===== src/rtl/cp0_irq.sv =====
// Coprocessor-0 interrupt endpoint: samples level IRQs into Cause.IP, masks them with SR,
// raises int_req, captures EPC / sets EXL on take, and serves mfc0/mtc0 for SR, Cause, EPC, PRId.
module cp0_irq #(
  parameter int          HWINT_W  = 6,
  parameter logic [31:0] PRID_VAL = 32'h2019_0001
) (
  input  logic               i_clk,
  input  logic               i_rst_n,
  input  logic               i_we,
  input  logic [4:0]         i_addr,
  input  logic [31:0]        i_din,
  input  logic [31:0]        i_pc,
  input  logic [HWINT_W-1:0] i_hwint,
  input  logic               i_exl_clr,
  output logic               o_int_req,
  output logic [31:0]        o_epc,
  output logic [31:0]        o_dout
);

  localparam logic [4:0] A_SR    = 5'd12;
  localparam logic [4:0] A_CAUSE = 5'd13;
  localparam logic [4:0] A_EPC   = 5'd14;
  localparam logic [4:0] A_PRID  = 5'd15;

  typedef enum logic {
    ST_NORMAL  = 1'b0,
    ST_HANDLER = 1'b1
  } state_t;

  state_t             r_state;
  state_t             w_state_next;
  logic [HWINT_W-1:0] r_ip;
  logic [HWINT_W-1:0] r_im;
  logic               r_ie;
  logic [29:0]        r_epc;

  logic               w_int_req;
  logic               w_sr_wr;
  logic               w_epc_wr;
  logic [31:0]        w_sr;
  logic [31:0]        w_cause;
  logic               w_unused_pc;

  assign w_int_req = (|(r_ip & r_im)) & r_ie & (r_state == ST_NORMAL);

  // A taken interrupt squashes the committing mtc0.
  assign w_sr_wr  = i_we & ~w_int_req & (i_addr == A_SR);
  assign w_epc_wr = i_we & ~w_int_req & (i_addr == A_EPC);

  assign w_unused_pc = ^i_pc[1:0];

  // EXL state: an SR write carrying EXL wins over a simultaneous eret.
  always_comb begin
    w_state_next = r_state;
    if (w_int_req) begin
      w_state_next = ST_HANDLER;
    end else if (w_sr_wr) begin
      w_state_next = i_din[1] ? ST_HANDLER : ST_NORMAL;
    end else if (i_exl_clr) begin
      w_state_next = ST_NORMAL;
    end
  end

  always_ff @(posedge i_clk or negedge i_rst_n) begin
    if (!i_rst_n) begin
      r_state <= ST_NORMAL;
    end else begin
      r_state <= w_state_next;
    end
  end

  always_ff @(posedge i_clk or negedge i_rst_n) begin
    if (!i_rst_n) begin
      r_ip  <= '0;
      r_im  <= '0;
      r_ie  <= 1'b0;
      r_epc <= '0;
    end else begin
      r_ip <= i_hwint;
      if (w_sr_wr) begin
        r_im <= i_din[10 +: HWINT_W];
        r_ie <= i_din[0];
      end
      if (w_int_req) begin
        r_epc <= i_pc[31:2];
      end else if (w_epc_wr) begin
        r_epc <= i_din[31:2];
      end
    end
  end

  always_comb begin
    w_sr                 = '0;
    w_sr[10 +: HWINT_W]  = r_im;
    w_sr[1]              = (r_state == ST_HANDLER);
    w_sr[0]              = r_ie;
    w_cause              = '0;
    w_cause[10 +: HWINT_W] = r_ip;
    case (i_addr)
      A_SR:    o_dout = w_sr;
      A_CAUSE: o_dout = w_cause;
      A_EPC:   o_dout = {r_epc, 2'b00};
      A_PRID:  o_dout = PRID_VAL;
      default: o_dout = 32'h0;
    endcase
  end

  assign o_int_req = w_int_req;
  assign o_epc     = {r_epc, 2'b00};

endmodule


===== config.mk =====
export PLATFORM = sky130hd
export DESIGN_NAME = cp0_irq
export DESIGN_NICKNAME = d
export VERILOG_FILES = /design/src/rtl/cp0_irq.sv
export SDC_FILE = /design/constraint.sdc
export NUM_CORES = 1
export LEC_CHECK = 0
export CAP_MARGIN = 10
export CORE_AREA = 4 4 73 109
export DETAILED_ROUTE_END_ITERATION = 10
export DIE_AREA = 0 0 77 113
export PLACE_DENSITY = 0.83
export SYNTH_ARGS = -nofsm -noshare
export SYNTH_HDL_FRONTEND = slang
export SYNTH_SLANG_ARGS = --single-unit
export TNS_END_PERCENT = 50

===== constraint.sdc =====
create_clock -name i_clk -period 1.6 [get_ports i_clk]
set_input_delay 0.32 -clock i_clk [delete_from_list [all_inputs] [get_ports i_clk]]
set_output_delay 0.32 -clock i_clk [all_outputs]
set_load 0.005 [all_outputs]

# After elaboration in Yosys (flattened, before gate mapping)
# Cells that the tools add are included.
totals:
  ff_bits: 44
  inputBits: 79
  output_inout_bits: 65
  word_cells: 27
op_classes:
  n_eq_ne: 4
  mux: 7
  n_bitwise: 8
  reduce_logical: 3
ops:
  columns: ["cell", "count"]
  rows:
  - ["$pmux 32 s4", 1]
  - ["$mux 30", 2]
  - ["$eq 5x4->1 const B", 4]
  - ["$and 6x6->6", 1]
  - ["$reduce_or 6->1", 1]
  - ["$and 1x1->1", 5]
  - ["$mux 1", 4]
  - ["$reduce_bool 3->1", 1]
  - ["$not 1->1", 2]
  - ["$reduce_bool 2->1", 1]

# Logic depth before layout (Yosys ltp)
# Gate-level depths: netlist of run 1.
logic_depth:
  ltp_word: 9
  depth_mapped: 5
  depth_no_buf: 4

# Least setup slack after synthesis of run 1
# OpenSTA, ideal clock, no wires.
synth_timing:
  path_type: "input to register"
  startpoint: "input port i_addr[0]"
  endpoint: "register r_im[0]"
  setup_time_ns: 0.125
  arrival_ns: 1.473
  t_required_ns: 1.475
  setup_slack_ns: 0.001
  path_stages: 5
  path_buffers: 2
  cell_sequence: "clkbuf_1 -> nor4b_4 -> nor2b_1 -> buf_4 -> mux2_4"
synth_via:
  elab_chain_len: 2
synth_lines:
  columns: ["element", "line", "rtl"]
  rows:
  - ["start: declaration", "10", "input logic [4:0] i_addr,"]
  - ["$eq 5x4->1", "47", "assign w_sr_wr = i_we & ~w_int_req & (i_addr == A_SR);"]
  - ["$and 1x1->1", "47", null]
  - ["end signal: assignment", "81", "r_im <= i_din[10 +: HWINT_W];"]
  - ["end: declaration", "33", "logic [HWINT_W-1:0] r_im;"]
# No other way between the ends.
# A chain may end at the register's enable or synchronous reset.

# Final worst setup path of run 1
layout_timing:
  startpoint: "register r_im[1]"
  endpoint: "register r_im[2]"
layout_via:
  elab_chain_len: 7
layout_lines:
  columns: ["element", "line", "rtl"]
  rows:
  - ["$and 6x6->6", "44", "assign w_int_req = (|(r_ip & r_im)) & r_ie & (r_state == ST_NORMAL);"]
  - ["$reduce_or 6->1", "44", null]
  - ["$and 1x1->1 (2 in a row)", "44", null]
  - ["$not 1->1", "47", null]
  - ["$and 1x1->1 (2 in a row)", "47", null]
# No other way between the ends.

==> results of run 1 <==
[worst max path at each step]
stage | start | to | cells after the start
after global placement | i_addr[1] | o_dout[6] | 6
after detailed placement | i_addr[1] | o_dout[8] | 6
final | r_im[1] | r_im[2] | 6
after floorplan | i_addr[0] | r_im[0] | 5
after CTS | r_ip[1] | r_im[2] | 6
after global routing | r_im[1] | r_im[1] | 6
[registers in the layout (all words and copies together), names as in the netlist]
register  cells
r_im          6
r_state       1
r_ie          1
r_epc        30
r_ip          6
[cells in the final DEF, fill, tap and decap left out, types with 2 or more instances in the layout]
| master | instances |
|---|---|
| dfrtp_1 | 44 |
| and2_4 | 10 |
| o21ai_1 | 29 |
| a22oi_2 | 3 |
| and2_1 | 10 |
| a21oi_1 | 5 |
| buf_2 | 22 |
| buf_12 | 5 |
| conb_1 | 2 |
| buf_4 | 17 |
| mux2_4 | 6 |
| mux2i_1 | 37 |
| nor2_1 | 19 |
| nand2_1 | 30 |
| a21oi_2 | 2 |
| clkdlybuf4s50_1 | 98 |
| clkbuf_8 | 7 |
| buf_6 | 31 |
| nor2b_1 | 2 |
| dlygate4sd2_1 | 5 |
| clkbuf_16 | 2 |
[what timing repair did]
item / 4_1_cts / 5_1_grt
hold endpoints to repair: 16 / 0
resized for setup: 185 / 20
hold buffers: 1 / 0
pin swaps: 17 / 11
endpoints found under the setup margin: 71 / 60
cloned: 3 / 3
buffers inserted: 17 / 2
[per-layer routing]
metal,track usage,vias to the layer above
met5,0,-
met4,0.0713,0
met3,0.0414,15
met2,0.371,88
met1,0.197,1158
li1,-,1131
[through the flow]
stage	util	hold WS, ns	total power, W	TNS, ns
finish	0.618	0.458	0.00556	-1.33
CTS	0.601	0.447	0.00522	-2.56
global placement	0.560	0.304	0.00412	-39.83
global route	0.618	0.449	0.00590	-2.86
detailed placement	0.560	0.314	0.00421	-41.22
floorplan	-	0.0244	0.00281	0
[where the power goes]
| group | total, W | internal (W) | switching (W) |
|---|---|---|---|
| clock network | 0.000930 | 0.000551 | 0.000378 |
| registers | 0.00190 | 0.00155 | 0.000359 |
| logic | 0.00272 | 0.00164 | 0.00108 |
| total | 0.00556 | 0.00374 | 0.00182 |
[area by class of cell]
cell class                 count  area [um2]  area share
timing repair buffer         185        1820       0.416
multi-input combinational    169        1230       0.280
sequential                    44        1100       0.251
tap                           80         100      0.0229
clock buffer                   7        96.3      0.0220
clock inverter                 1        30.0     0.00686
inverter                       1        3.75    0.000857
[kinds of logic (layout without fill, tap and decap cells)]
family                 Yosys count  in the layout  share of synthesized area
AND/OR/NAND/NOR                 82             82                      0.185
flip-flops                      44             44                      0.470
multiplexers                    43             43                      0.197
AO/OA/AOI/OAI                   42             42                      0.104
buffers and inverters           18            194                     0.0433
other                            1              2                    0.00160
[worst max-delay path: stages, from the launching register on]
cell and delay [ns]:
dfrtp_1 0.42, a22oi_2 0.27, a311oi_4 0.15, buf_6 0.16, nor2b_1 0.13, buf_4 0.20, mux2_4 0.31
==> out/summary.txt, run 1 <==
hold path start -> i_hwint[2]
CTS root buffer -> clkbuf_8
critical path required time -> 1.78 ns
sequential fraction of the synthesis area -> 0.470
layout cells sized above 1 -> 0.292
Non-Filler Instances -> 487
GRT Residual Overflow -> 0
EDFF count, synth -> 0
First-pass DRT Iterations -> 4
met1 WL -> 3290 um
largest net degree at the start of global routing -> 41
Area growth syn-to-layout -> 87.0%
PwrDens -> 1270 nW/um2
RSZ-0062 raised after global routing -> true
setup slack, reg-to-reg -> -0.15 ns
failing checks -> negative setup slack
Top Metal Used -> met4
Boundary Pins -> 144
Min-Delay Path Class -> in -> reg
status -> complete, but fails checks
hold depth -> 1
Die Height -> 113 um
DRC -> 0
Yosys top cell area share -> 0.470
Final #Nets -> 485
crit end category -> register
upper clock frequency limit -> 571 MHz
Design Area, Final -> 4380 um2
Fin Clk Skew -> 0.0108 ns
Post-Synthesis Cells -> 230
WL met3 -> 404 um
reported leakage power -> 1.94 nW
period utilisation layout -> 1.10
Routed WL -> 8730 um
number of port buffers -> 139
PnR worst setup slack -> -0.152 ns
Max clock buf depth -> 2
initial antenna violation count -> 0
TritonCTS Buffers -> 5
Inst Count DP -> 456
post-route antenna net violation count -> 0
Initial Util -> 0.331
number of global-route vias before repair -> 2692
Die W -> 77 um
async set-reset flop share out of synthesis -> 1.00
Hold Path Sink -> r_ip[2]
pre-CTS setup slack -> -0.763 ns
reg2reg end -> r_im[2]
final setup fails -> 19
CORE AREA -> 7080 um2
top-count cell post-synth -> dfrtp_1
reg2reg path depth -> 6
Detailed Place HPWL -> 5950 um
GRT Resource Usage Total -> 0.191
wire length per cell -> 17.9 um
Clock Sinks -> 44
final hold vios -> 0
WS Path Type -> reg -> reg
Yosys cell types -> 26
Yosys warning count -> 0
Main synth FF type -> dfrtp_1
length of routed met2 wiring -> 4820 um
FP Rows -> 38
Clock Latency Late Sink -> 0.29 ns
top cells by area, synth -> dfrtp_1 47%, mux2i_1 16%, o21ai_1 6.4%
syn_area_per_cell -> 10.2 um2
vias per cell -> 4.91
area leader, netlist -> dfrtp_1
vias -> 2392
r2r startpoint -> r_im[1]
Placer Congestion -> 0.772
CTS tree -> built
Startpoint Class -> register
Yosys reg bits -> 44
Clock Pin Slew Worst Setup and Hold Paths -> 0.09 ns
H-Tree Depth -> 2
Max Cap Violations -> 0
placed instance area -> 3960 um2
fillers -> 586
Ant. Diodes -> 0
initial detailed-routing violation count -> 51
minimum clock period -> 1.75 ns
crit path max fanout -> 6
Die Area -> 8700 um2
Worst Path Arrival -> 1.93 ns
first-pass GRT wire length -> 13100 um
Synth top cells by count -> 44 x dfrtp_1, 37 x mux2i_1, 31 x nand2_1, 30 x o21ai_1, 21 x nor2_1
Mapped Area -> 2340 um2
Worst IR Drop VDD -> 0.000739 V
max-slew violation count -> 0
(Power assumes the default switching activity.)
==> inputs of run 2 (changes only) <==
--- a/config.mk
+++ b/config.mk
@@ -6,10 +6,10 @@
 export NUM_CORES = 1
 export LEC_CHECK = 0
 export CAP_MARGIN = 10
-export CORE_AREA = 4 4 73 109
+export CORE_AREA = 4 4 70 105
 export DETAILED_ROUTE_END_ITERATION = 10
-export DIE_AREA = 0 0 77 113
-export PLACE_DENSITY = 0.83
+export DIE_AREA = 0 0 74 109
+export PLACE_DENSITY = 0.86
 export SYNTH_ARGS = -nofsm -noshare
 export SYNTH_HDL_FRONTEND = slang
 export SYNTH_SLANG_ARGS = --single-unit
==> constraint.sdc (replaced) <==
create_clock -name i_clk -period 1.9 [get_ports i_clk]
set_input_delay 0.38 -clock i_clk [delete_from_list [all_inputs] [get_ports i_clk]]
set_output_delay 0.38 -clock i_clk [all_outputs]
set_load 0.005 [all_outputs]
==> run 2 against run 1 <==
The flow now finishes without violations. Clock skew rose by 0.00062 ns. Sequential power fell by 16%. Sequential cell count did not move. Wire length fell by 8.9%. Global-route usage rose by 1.1 points. First-iteration DRC count rose by 39%. Combinational power fell by 30%. Via count fell by 4.7%. Non-clock buffer count fell by 15. Clock-buffer cell count fell by 2. Register-to-register slack improved by 0.23 ns. Largest cell class unchanged. Largest power group unchanged.
==> out/summary.txt, run 2 (same netlist as run 1, synthesis figures left out) <==
Clock Sinks -> 44 (unchanged)
Worst Path Arrival -> 1.48 ns (-0.45 ns)
Area growth syn-to-layout -> 76.5%
initial antenna violation count -> 0 (unchanged)
number of port buffers -> 139 (unchanged)
RSZ-0062 raised after global routing -> true
initial detailed-routing violation count -> 71 (+39%)
First-pass DRT Iterations -> 4 (unchanged)
Die Area -> 8070 um2 (-7.3%)
status -> finished clean
most frequent cells in the layout -> 101 x clkdlybuf4s50_1, 44 x dfrtp_1, 37 x mux2i_1, 31 x nand2_1, 30 x o21ai_1
final setup fails -> 0 (-19)
minimum clock period -> 1.86 ns
r2r startpoint -> r_im[5]
first-pass GRT wire length -> 12400 um (-5.0%)
critical path required time -> 1.52 ns (-0.26 ns)
largest net degree at the start of global routing -> 26 (-37%)
vias per cell -> 4.87 (-0.81%)
Largest regs -> r_epc x30, r_im x6, r_ip x6
GRT Residual Overflow -> 0 (unchanged)
reported leakage power -> 1.85 nW (-4.5%)
PwrDens -> 1030 nW/um2 (-19%)
Die W -> 74 um (-3.9%)
GRT Resource Usage Total -> 0.202 (+0.0111)
vias -> 2280 (-4.7%)
Worst path max stage delay -> 0.43 ns (about the same)
max-slew violation count -> 0 (unchanged)
final hold vios -> 0 (unchanged)
Die Height -> 109 um (-3.5%)
crit end category -> output port
Fin Clk Skew -> 0.0114 ns (+0.000619 ns)
Detailed Place HPWL -> 5900 um (-0.86%)
reg2reg path depth -> 6 (unchanged)
Min-Delay Path Class -> in -> async
CTS Hold Bufs -> 0 (-1)
CORE AREA -> 6440 um2 (-9.1%)
Worst IR Drop VDD -> 0.000654 V (-12%)
Clock Latency Late Sink -> 0.30 ns (about the same)
layout cells sized above 1 -> 0.207 (-0.0858)
CTS tree -> built
slowest CP cell -> dfrtp_1
WS Path Type -> reg -> out
Final #Nets -> 470 (-3.1%)
Placer Congestion -> 0.804 (+4.1%)
Initial Util -> 0.364 (+0.0330)
Ant. Diodes -> 0 (unchanged)
Buffers & Inverters on Critical Path -> 1 (-1)
delay-heaviest family, CP -> compound AO/OA/AOI/OAI gates
Fin Hold WS -> 0.0255 ns (-0.432 ns)
Routed WL -> 7950 um (-8.9%)
reg2reg end -> r_im[0]
setup slack, reg-to-reg -> 0.08 ns (+0.23 ns)
Reg with most FFs -> r_epc
Clock Pin Slew Worst Setup and Hold Paths -> 0.10 ns (about the same)
CP cell instances -> a22oi_2 > a311oi_4 > dlygate4sd2_1
Max Cap Violations -> 0 (unchanged)
Max clock buf depth -> 2 (unchanged)
FP Rows -> 36 (-5.3%)
post-route antenna net violation count -> 0 (unchanged)
crit path max fanout -> 4 (-2)
most common cell after layout, fill and taps aside -> clkdlybuf4s50_1
period utilisation layout -> 0.980
Startpoint Class -> register
power after layout -> 0.00426 W (-23%)
Boundary Pins -> 144 (unchanged)
DRC -> 0 (unchanged)
upper clock frequency limit -> 537 MHz
wire length per cell -> 17.0 um (-5.2%)
CTS root buffer -> clkbuf_8
TritonCTS Buffers -> 5 (unchanged)
fillers -> 558 (-4.8%)
number of global-route vias before repair -> 2517 (-6.5%)
max reg flops -> 30 (unchanged)
H-Tree Depth -> 2 (unchanged)
-- run 2: how the worst max path moves through the flow --
stage                         start    endpoint  slack [ns]  depth (start not counted)
final                       r_im[5]   o_int_req        0.04                          3
after global routing        r_im[0]   o_int_req       -0.03                          3
after CTS                 i_addr[0]  o_dout[29]       -0.11                          5
after detailed placement  i_addr[4]   o_dout[4]       -0.53                          6
after global placement    i_addr[4]   o_dout[4]       -0.50                          6
after floorplan           i_addr[0]     r_im[0]        0.24                          5
-- run 2: routing by layer --
layer  up-vias  part of all wire  routed length [um]  GRT usage
li1       1095                 -                   -          -
met2        81              0.57                4500      0.381
met3         9             0.054                 427     0.0387
met5         -                 0                   0          0
met1      1095              0.37                2950      0.223
met4         0            0.0098                  78     0.0583
-- run 2: cell type report --
type	instances	area, um2	share of cell area
Inverter	1	3.75	0.000908
Timing Repair Buffer	170	1630	0.395
Clock buffer	5	68.8	0.0166
Tap cell	76	95.1	0.0230
Clock inverter	3	46.3	0.0112
Sequential cell	44	1100	0.266
Multi-Input combinational cell	169	1190	0.287
-- run 2: metrics by stage --
| stage | std cells | area, um2 | worst slack (ns) | TNS (ns) | util |
|---|---|---|---|---|---|
| final | 468 | 4130 | 0.0378 | 0 | 0.642 |
| after CTS | 468 | 4130 | -0.113 | -0.682 | 0.641 |
| after detailed placement | 452 | 3950 | -0.529 | -24.71 | 0.613 |
| after floorplan | 231 | 2350 | 0.241 | 0 | - |
| after global placement | 452 | 3950 | -0.504 | -22.17 | 0.613 |
| after global routing | 468 | 4130 | -0.0252 | -0.0252 | 0.642 |
-- run 2: worst reg2reg max path, stage by stage, from the launching register on --
cell and delay [ns]:
dfrtp_1 0.43, a22oi_2 0.10, a311oi_4 0.34, buf_4 0.29, nor2b_1 0.08, buf_4 0.18
mux2_4 0.31
-- run 2: power breakdown --
group          internal [W]  switching [W]
sequential          0.00130       0.000296
combinational       0.00113       0.000777
clock              0.000397       0.000361
-- run 2: repair_timing --
| action | CTS | global route |
|---|---|---|
| gates resized for setup | 105 | 17 |
| endpoints found under the setup margin | 39 | 30 |
| pin swaps | 2 | 2 |
| buffers inserted | 6 | 0 |
| cloned | 3 | 0 |
